--- config.mk ---
export PLATFORM = sky130hd
export DESIGN_NAME = ni_target_req_decoder_flat
export DESIGN_NICKNAME = d
export VERILOG_FILES = /design/src/rtl/ni_target_req_decoder_if.sv /design/src/rtl/ni_target_req_decoder.sv /design/src/flat_wrapper.sv
export SDC_FILE = /design/constraint.sdc
export NUM_CORES = 1
export LEC_CHECK = 0
export CELL_PAD_IN_SITES_DETAIL_PLACEMENT = 1
export CELL_PAD_IN_SITES_GLOBAL_PLACEMENT = 1
export CORE_AREA = 2 2 128 130
export DETAILED_ROUTE_END_ITERATION = 8
export DIE_AREA = 0 0 130 132
export GPL_TIMING_DRIVEN = 0
export HOLD_SLACK_MARGIN = 0.06
export PLACE_DENSITY_LB_ADDON = 0.3
export SKIP_LAST_GASP = 1
export SLEW_MARGIN = 15
export SYNTH_ARGS = -nofsm -noshare
export SYNTH_HDL_FRONTEND = slang
export SYNTH_SLANG_ARGS = --single-unit
--- constraint.sdc ---
create_clock -name clk -period 2.7 [get_ports clk]
set_input_delay 0.54 -clock clk [delete_from_list [all_inputs] [get_ports clk]]
set_output_delay 0.54 -clock clk [all_outputs]
set_load 0.02 [all_outputs]
--- src/rtl/ni_target_req_decoder_if.sv ---
// Bundle between the NoC target request decoder and its neighbours: request flit
// input, AXI AW/W/AR master channels and the response-tracking push port.
interface ni_target_req_decoder_if #(
    parameter int FLIT_WIDTH = 80,
    parameter int AXIIDWD    = 4,
    parameter int AXIDATAWD  = 64
);
    logic [FLIT_WIDTH-1:0]    flit;
    logic                     valid;
    logic                     stall;

    logic [AXIIDWD-1:0]       AWID;
    logic [31:0]              AWADDR;
    logic [7:0]               AWLEN;
    logic [2:0]               AWSIZE;
    logic [1:0]               AWBURST;
    logic                     AWVALID;
    logic                     AWREADY;

    logic [AXIDATAWD-1:0]     WDATA;
    logic [AXIDATAWD/8-1:0]   WSTRB;
    logic                     WLAST;
    logic                     WVALID;
    logic                     WREADY;

    logic [AXIIDWD-1:0]       ARID;
    logic [31:0]              ARADDR;
    logic [7:0]               ARLEN;
    logic [2:0]               ARSIZE;
    logic [1:0]               ARBURST;
    logic                     ARVALID;
    logic                     ARREADY;

    logic                     txn_push;
    logic [3:0]               txn_source;
    logic [AXIIDWD-1:0]       txn_id;
    logic                     txn_write;
    logic                     txn_full;
    logic                     protocol_error;

    modport master (
        input  flit, valid, AWREADY, WREADY, ARREADY, txn_full,
        output stall,
        output AWID, AWADDR, AWLEN, AWSIZE, AWBURST, AWVALID,
        output WDATA, WSTRB, WLAST, WVALID,
        output ARID, ARADDR, ARLEN, ARSIZE, ARBURST, ARVALID,
        output txn_push, txn_source, txn_id, txn_write, protocol_error
    );

    modport slave (
        output flit, valid, AWREADY, WREADY, ARREADY, txn_full,
        input  stall,
        input  AWID, AWADDR, AWLEN, AWSIZE, AWBURST, AWVALID,
        input  WDATA, WSTRB, WLAST, WVALID,
        input  ARID, ARADDR, ARLEN, ARSIZE, ARBURST, ARVALID,
        input  txn_push, txn_source, txn_id, txn_write, protocol_error
    );
endinterface

--- src/rtl/ni_target_req_decoder.sv ---
// Decodes NoC request packets into AXI AR / AW+W transactions, records each accepted
// header for the response path and flags malformed packets with a sticky error.
module ni_target_req_decoder #(
    parameter int FLIT_WIDTH = 80,
    parameter int AXIIDWD    = 4,
    parameter int AXIDATAWD  = 64
) (
    input  logic                    clk,
    input  logic                    rst,
    ni_target_req_decoder_if.master bus
);
    localparam int STRBWD = AXIDATAWD / 8;

    typedef enum logic [2:0] {IDLE, AR_ISSUE, AW_ISSUE, W_DATA, DROP} state_t;

    state_t               state, next_state;

    logic [AXIIDWD-1:0]   hdr_id;
    logic [31:0]          hdr_addr;
    logic [7:0]           hdr_len;
    logic [2:0]           hdr_size;
    logic [1:0]           hdr_burst;
    logic [7:0]           beat_cnt;
    logic                 beats_done;
    logic                 err_q;

    logic                 f_head, f_tail, f_write;
    logic                 stall_c, accept_hdr, set_err, w_valid, w_hs, aw_hs;

    assign f_head  = bus.flit[FLIT_WIDTH-1];
    assign f_tail  = bus.flit[FLIT_WIDTH-2];
    assign f_write = bus.flit[73];
    assign aw_hs   = (state == AW_ISSUE) && bus.AWREADY;

    always_comb begin
        next_state = state;
        stall_c    = 1'b0;
        accept_hdr = 1'b0;
        set_err    = 1'b0;
        w_valid    = 1'b0;
        w_hs       = 1'b0;
        case (state)
            IDLE: begin
                stall_c = bus.txn_full;
                if (bus.valid && !bus.txn_full) begin
                    if (!f_head) begin
                        set_err = 1'b1;
                        if (!f_tail) next_state = DROP;
                    end else if (f_tail && !f_write) begin
                        accept_hdr = 1'b1;
                        next_state = AR_ISSUE;
                    end else if (!f_tail && f_write) begin
                        accept_hdr = 1'b1;
                        next_state = AW_ISSUE;
                    end else if (!f_tail) begin
                        set_err    = 1'b1;
                        next_state = DROP;
                    end else begin
                        set_err = 1'b1;
                    end
                end
            end
            AR_ISSUE: begin
                stall_c = 1'b1;
                if (bus.ARREADY) next_state = IDLE;
            end
            AW_ISSUE: begin
                stall_c = 1'b1;
                if (bus.AWREADY) next_state = W_DATA;
            end
            W_DATA: begin
                // After LEN+1 beats every further flit is surplus: swallow it without a W beat
                if (beats_done) begin
                    if (bus.valid) begin
                        set_err    = 1'b1;
                        next_state = f_tail ? IDLE : DROP;
                    end
                end else begin
                    w_valid = bus.valid;
                    stall_c = !bus.WREADY;
                    if (bus.valid && bus.WREADY) begin
                        w_hs = 1'b1;
                        if (f_tail) begin
                            next_state = IDLE;
                            if (beat_cnt != hdr_len) set_err = 1'b1;
                        end
                    end
                end
            end
            DROP: begin
                if (bus.valid && f_tail) next_state = IDLE;
            end
            default: next_state = IDLE;
        endcase
    end

    always_ff @(posedge clk or posedge rst) begin
        if (rst) state <= IDLE;
        else     state <= next_state;
    end

    always_ff @(posedge clk or posedge rst) begin
        if (rst) begin
            hdr_id    <= '0;
            hdr_addr  <= '0;
            hdr_len   <= '0;
            hdr_size  <= '0;
            hdr_burst <= '0;
        end else if (accept_hdr) begin
            hdr_id    <= bus.flit[69 +: AXIIDWD];
            hdr_len   <= bus.flit[68:61];
            hdr_size  <= bus.flit[60:58];
            hdr_burst <= bus.flit[57:56];
            hdr_addr  <= bus.flit[55:24];
        end
    end

    // beats_done marks that LEN+1 beats went out, so an 8-bit counter never has to exceed 255
    always_ff @(posedge clk or posedge rst) begin
        if (rst) begin
            beat_cnt   <= '0;
            beats_done <= 1'b0;
        end else if (aw_hs) begin
            beat_cnt   <= '0;
            beats_done <= 1'b0;
        end else if (w_hs) begin
            beat_cnt <= beat_cnt + 8'd1;
            if (!f_tail && (beat_cnt == hdr_len)) beats_done <= 1'b1;
        end
    end

    always_ff @(posedge clk or posedge rst) begin
        if (rst)          err_q <= 1'b0;
        else if (set_err) err_q <= 1'b1;
    end

    assign bus.stall          = stall_c & ~rst;
    assign bus.txn_push       = accept_hdr & ~rst;
    assign bus.txn_source     = bus.txn_push ? bus.flit[77:74] : 4'd0;
    assign bus.txn_id         = bus.txn_push ? bus.flit[69 +: AXIIDWD] : '0;
    assign bus.txn_write      = bus.txn_push & f_write;
    assign bus.protocol_error = err_q;

    assign bus.AWID    = hdr_id;
    assign bus.AWADDR  = hdr_addr;
    assign bus.AWLEN   = hdr_len;
    assign bus.AWSIZE  = hdr_size;
    assign bus.AWBURST = hdr_burst;
    assign bus.AWVALID = (state == AW_ISSUE);

    assign bus.ARID    = hdr_id;
    assign bus.ARADDR  = hdr_addr;
    assign bus.ARLEN   = hdr_len;
    assign bus.ARSIZE  = hdr_size;
    assign bus.ARBURST = hdr_burst;
    assign bus.ARVALID = (state == AR_ISSUE);

    assign bus.WVALID  = w_valid;
    assign bus.WDATA   = (state == W_DATA) ? bus.flit[AXIDATAWD-1:0] : '0;
    assign bus.WSTRB   = (state == W_DATA) ? bus.flit[AXIDATAWD +: STRBWD] : '0;
    assign bus.WLAST   = (state == W_DATA) & f_tail;
endmodule
--- src/flat_wrapper.sv ---
// flat-port wrapper written by rule: the top's interface ports become plain ports
module ni_target_req_decoder_flat 
#(
    parameter int FLIT_WIDTH = 80,
    parameter int AXIIDWD    = 4,
    parameter int AXIDATAWD  = 64
)
  (clk, rst, bus_flit, bus_valid, bus_AWREADY, bus_WREADY, bus_ARREADY, bus_txn_full, bus_stall, bus_AWID, bus_AWADDR, bus_AWLEN, bus_AWSIZE, bus_AWBURST, bus_AWVALID, bus_WDATA, bus_WSTRB, bus_WLAST, bus_WVALID, bus_ARID, bus_ARADDR, bus_ARLEN, bus_ARSIZE, bus_ARBURST, bus_ARVALID, bus_txn_push, bus_txn_source, bus_txn_id, bus_txn_write, bus_protocol_error);
  ni_target_req_decoder_if #(.FLIT_WIDTH(FLIT_WIDTH), .AXIIDWD(AXIIDWD), .AXIDATAWD(AXIDATAWD)) bus_i ();
  input  logic clk;
  input  logic rst;
  input wire logic [$bits(bus_i.flit)-1:0] bus_flit;
  input wire logic [$bits(bus_i.valid)-1:0] bus_valid;
  input wire logic [$bits(bus_i.AWREADY)-1:0] bus_AWREADY;
  input wire logic [$bits(bus_i.WREADY)-1:0] bus_WREADY;
  input wire logic [$bits(bus_i.ARREADY)-1:0] bus_ARREADY;
  input wire logic [$bits(bus_i.txn_full)-1:0] bus_txn_full;
  output wire logic [$bits(bus_i.stall)-1:0] bus_stall;
  output wire logic [$bits(bus_i.AWID)-1:0] bus_AWID;
  output wire logic [$bits(bus_i.AWADDR)-1:0] bus_AWADDR;
  output wire logic [$bits(bus_i.AWLEN)-1:0] bus_AWLEN;
  output wire logic [$bits(bus_i.AWSIZE)-1:0] bus_AWSIZE;
  output wire logic [$bits(bus_i.AWBURST)-1:0] bus_AWBURST;
  output wire logic [$bits(bus_i.AWVALID)-1:0] bus_AWVALID;
  output wire logic [$bits(bus_i.WDATA)-1:0] bus_WDATA;
  output wire logic [$bits(bus_i.WSTRB)-1:0] bus_WSTRB;
  output wire logic [$bits(bus_i.WLAST)-1:0] bus_WLAST;
  output wire logic [$bits(bus_i.WVALID)-1:0] bus_WVALID;
  output wire logic [$bits(bus_i.ARID)-1:0] bus_ARID;
  output wire logic [$bits(bus_i.ARADDR)-1:0] bus_ARADDR;
  output wire logic [$bits(bus_i.ARLEN)-1:0] bus_ARLEN;
  output wire logic [$bits(bus_i.ARSIZE)-1:0] bus_ARSIZE;
  output wire logic [$bits(bus_i.ARBURST)-1:0] bus_ARBURST;
  output wire logic [$bits(bus_i.ARVALID)-1:0] bus_ARVALID;
  output wire logic [$bits(bus_i.txn_push)-1:0] bus_txn_push;
  output wire logic [$bits(bus_i.txn_source)-1:0] bus_txn_source;
  output wire logic [$bits(bus_i.txn_id)-1:0] bus_txn_id;
  output wire logic [$bits(bus_i.txn_write)-1:0] bus_txn_write;
  output wire logic [$bits(bus_i.protocol_error)-1:0] bus_protocol_error;
  assign bus_i.flit = bus_flit;
  assign bus_i.valid = bus_valid;
  assign bus_i.AWREADY = bus_AWREADY;
  assign bus_i.WREADY = bus_WREADY;
  assign bus_i.ARREADY = bus_ARREADY;
  assign bus_i.txn_full = bus_txn_full;
  assign bus_stall = bus_i.stall;
  assign bus_AWID = bus_i.AWID;
  assign bus_AWADDR = bus_i.AWADDR;
  assign bus_AWLEN = bus_i.AWLEN;
  assign bus_AWSIZE = bus_i.AWSIZE;
  assign bus_AWBURST = bus_i.AWBURST;
  assign bus_AWVALID = bus_i.AWVALID;
  assign bus_WDATA = bus_i.WDATA;
  assign bus_WSTRB = bus_i.WSTRB;
  assign bus_WLAST = bus_i.WLAST;
  assign bus_WVALID = bus_i.WVALID;
  assign bus_ARID = bus_i.ARID;
  assign bus_ARADDR = bus_i.ARADDR;
  assign bus_ARLEN = bus_i.ARLEN;
  assign bus_ARSIZE = bus_i.ARSIZE;
  assign bus_ARBURST = bus_i.ARBURST;
  assign bus_ARVALID = bus_i.ARVALID;
  assign bus_txn_push = bus_i.txn_push;
  assign bus_txn_source = bus_i.txn_source;
  assign bus_txn_id = bus_i.txn_id;
  assign bus_txn_write = bus_i.txn_write;
  assign bus_protocol_error = bus_i.protocol_error;
  ni_target_req_decoder #(.FLIT_WIDTH(FLIT_WIDTH), .AXIIDWD(AXIIDWD), .AXIDATAWD(AXIDATAWD)) u_core (.clk(clk), .rst(rst), .bus(bus_i));
endmodule
==> impl_metrics.tcl <==
set metrics [dict create \
    cp.required_ns 2.16 \
    die_area_um2 17160 \
    syn_nets 441 \
    cp_top_family "buffers and inverters" \
    end_kind "output port" \
    clockBufferDepth 2 \
    remaining_drc_errors 0 \
    max_slew.worst_pin.slew_ns 0.4921 \
    drt_first_pass_iters 4 \
    synth_area_leader_cell "dfrtp_1" \
    dr.first_iter.drc_count 98 \
    gp_congestion 0.7587 \
    switchingPower_mw 2.655 \
    power_density_nw_per_um2 1030 \
    initial_core_util 0.2483 \
    path_clk_slew_ns 0.05 \
    ys_warn_count 0 \
    cts_buffers 9 \
    crit_slowest_cell "dfrtp_1" \
    synthFlopType "dfrtp_1" \
    fin_crit_ns 2.595 \
    grt_pass1_vias 3951 \
    port_buffers 271 \
    crit_arrival_ns 2.06 \
    die_w_um 130 \
    fill_cells 1769 \
    cts_tree "built" \
    p_int_mw 4.602 \
    path_max_fanout 10 \
    synth_cells 352 \
    layout.nets 730 \
    cap_violations 0 \
    cts_root_buf "clkbuf_16" \
    diodes 0 \
    numPlacedInstances 840 \
    worstSetupStartpointType "flop" \
    synthDistinctLibCells 38 \
    synthDominantCellAreaShare 0.3977 \
    routed_wl_mm 14.38 \
    instances_no_fill 862 \
    synth-seq-cells 62 \
    place_ws_ns -1.240 \
    setup_viol 0 \
    grt_pass1_wl_mm 22.27 \
    grt_max_degree 35 \
    netlist_area_um2 3901 \
    ys_seq_area_frac 0.3977 \
    core-area_um2 15710 \
    final-seq-area_um2 1553 \
    worstPathCellList "clkbuf_4 > nand2_1 > nor2_4 > buf_4 > buf_2 > and2_1 > clkdlybuf4s15_1" \
    drive_gt1_frac 0.3297 \
    grt_usage 0.1666 \
    crit_type "flop to output port" \
    grt-ovfl-total 0 \
    power_mw 7.257 \
    power_frac_comb 0.588 \
    final_cell_mix "184 x clkdlybuf4s50_1, 82 x and2_1, 61 x dfrtp_1" \
    wl_per_cell_um 16.68 \
    path_buf_inv 4 \
    ir_worst_vdd_mv 0.3993 \
    p_sw_frac 0.3658 \
    synth_edf_count 0 \
    ys_top_cells_by_area "dfrtp_1 40%, mux2_4 19%, and2_1 13%" \
    relSlewSlack 0.6689 \
    h-tree-depth 3 \
    synthArstFlopShare 1.000 \
    setup_ws_ns 0.1048 \
    fmax_mhz 385.3 \
    areaGrowthSynthToFinish_pct 80.53 \
    final_common_cell "clkdlybuf4s50_1" \
    p_clk_frac 0.171 \
    fin_skew_ns 0.006895 \
    hold_buffers 0 \
    multi_input_area_um2 1891 \
    final_area_um2 7043 \
    syn_avg_cell_area_um2 11.08 \
    hold_viol 0 \
    fin_setup_tns_ns 0 \
    min_path_type "flop to flop" \
    outcome "complete, no violations" \
    ant_nets 0 \
    die_y_um 132 \
    io_pins 273 \
    vias_per_cell 4.260 \
    leakagePower_nw 3.465 \
    clk-insertion-delay-late_ns 0.32 \
    via_count 3672 \
    clock_sinks 62 \
    dp_hpwl_mm 11.52 \
    cpPeakStageDelay_ns 0.41 \
    seq_power_share 0.241 \
    finalCritPeriodShare 0.9612 \
    antenna_found_initial 0 \
    dpl-instance-area_um2 6907 \
    maxSlewViolCount 0 \
    rsz0062_at_grt "yes" \
    row_count 46 \
]
==> power groups by stage <==
stage                     combinational, mW  clock [mW]  sequential [mW]
after floorplan                        1.94           0             2.08
after global placement                 4.25           0             1.74
after detailed placement               4.31           0             1.77
after CTS                              4.31        1.28             1.76
after global routing                   4.49        1.32             1.82
final                                  4.26        1.24             1.75
==> cell type report <==
| cell class | count | area share |
|---|---|---|
| buffer | 66 | 0.07088 |
| clock buffer | 12 | 0.03500 |
| clock inverter | 4 | 0.009948 |
| inverter | 4 | 0.002487 |
| multi-input combinational | 220 | 0.2684 |
| sequential | 62 | 0.2205 |
| tap | 216 | 0.03837 |
| timing repair buffer | 278 | 0.3544 |
==> worst paths after layout <==
check	startpoint	end	slack [ns]	cells past startpoint
max	u_core.state[0]	bus_WDATA[32]	0.10	7
min	u_core.bus.protocol_error	u_core.bus.protocol_error	0.46	1
max reg2reg	u_core.bus.ARLEN[3]	u_core.bus.protocol_error	0.98	4
min reg2reg	u_core.bus.protocol_error	u_core.bus.protocol_error	0.46	1
max in group asynchronous	rst	u_core.bus.ARADDR[14]	1.42	3
min in group asynchronous	rst	u_core.state[1]	0.75	2
==> cells by family after synthesis <==
family,count (synthesis),synth area share
and+or+nand+nor,137,0.2197
buffers and inverters,70,0.1270
DFF,62,0.3977
muxes,49,0.1886
AOI/OAI and AO/OA,18,0.02919
xor gates and xnor gates,14,0.03143
adders and majority gates,2,0.006413
==> metal layers <==
metal,vias to the layer above,share of wire,GRT usage
met5,-,0,0
met4,0,0.015,0.04241
met3,17,0.073,0.04221
met2,179,0.53,0.3072
met1,1783,0.39,0.1887
li1,1693,-,-
==> stage by stage <==
stage / utilization / hold WS [ns]
2_1_floorplan: - / 0.5391
3_3_place_gp: 0.4381 / 0.4744
3_5_place_dp: 0.4396 / 0.4533
4_1_cts: 0.4609 / 0.4657
5_1_grt: 0.4482 / 0.4874
6_report: 0.4482 / 0.4621
==> state kept, by name, summed over array words and instances, names as in the netlist <==
| signal | flops |
|---|---|
| u_core.beat_cnt | 8 |
| u_core.beats_done | 1 |
| u_core.bus.ARADDR | 32 |
| u_core.bus.ARBURST | 2 |
| u_core.bus.ARID | 4 |
| u_core.bus.ARLEN | 8 |
| u_core.bus.ARSIZE | 3 |
| u_core.bus.protocol_error | 1 |
| u_core.state | 3 |
==> cell usage after synthesis, types with 4 or more instances <==
cell type and instances:
xor2_1 11, inv_1 4, o21ai_0 5, nand3_1 5, buf_4 51, buf_6 5
a21oi_1 6, clkbuf_1 7, nand2_1 6, dfrtp_1 62, nor2b_1 4, nor3_1 5
and2_1 82, nor2_1 13, mux2_4 49
==> what timing repair did <==
action | 4_1_cts | 5_1_grt
pin swaps | 3 | 3
resized for setup | 126 | 137
endpoints found under the hold margin | 0 | 0
setup buffers | 6 | 0
setup endpoints to repair | 83 | 79
No activity file was read; power rests on OpenSTA's default activity.
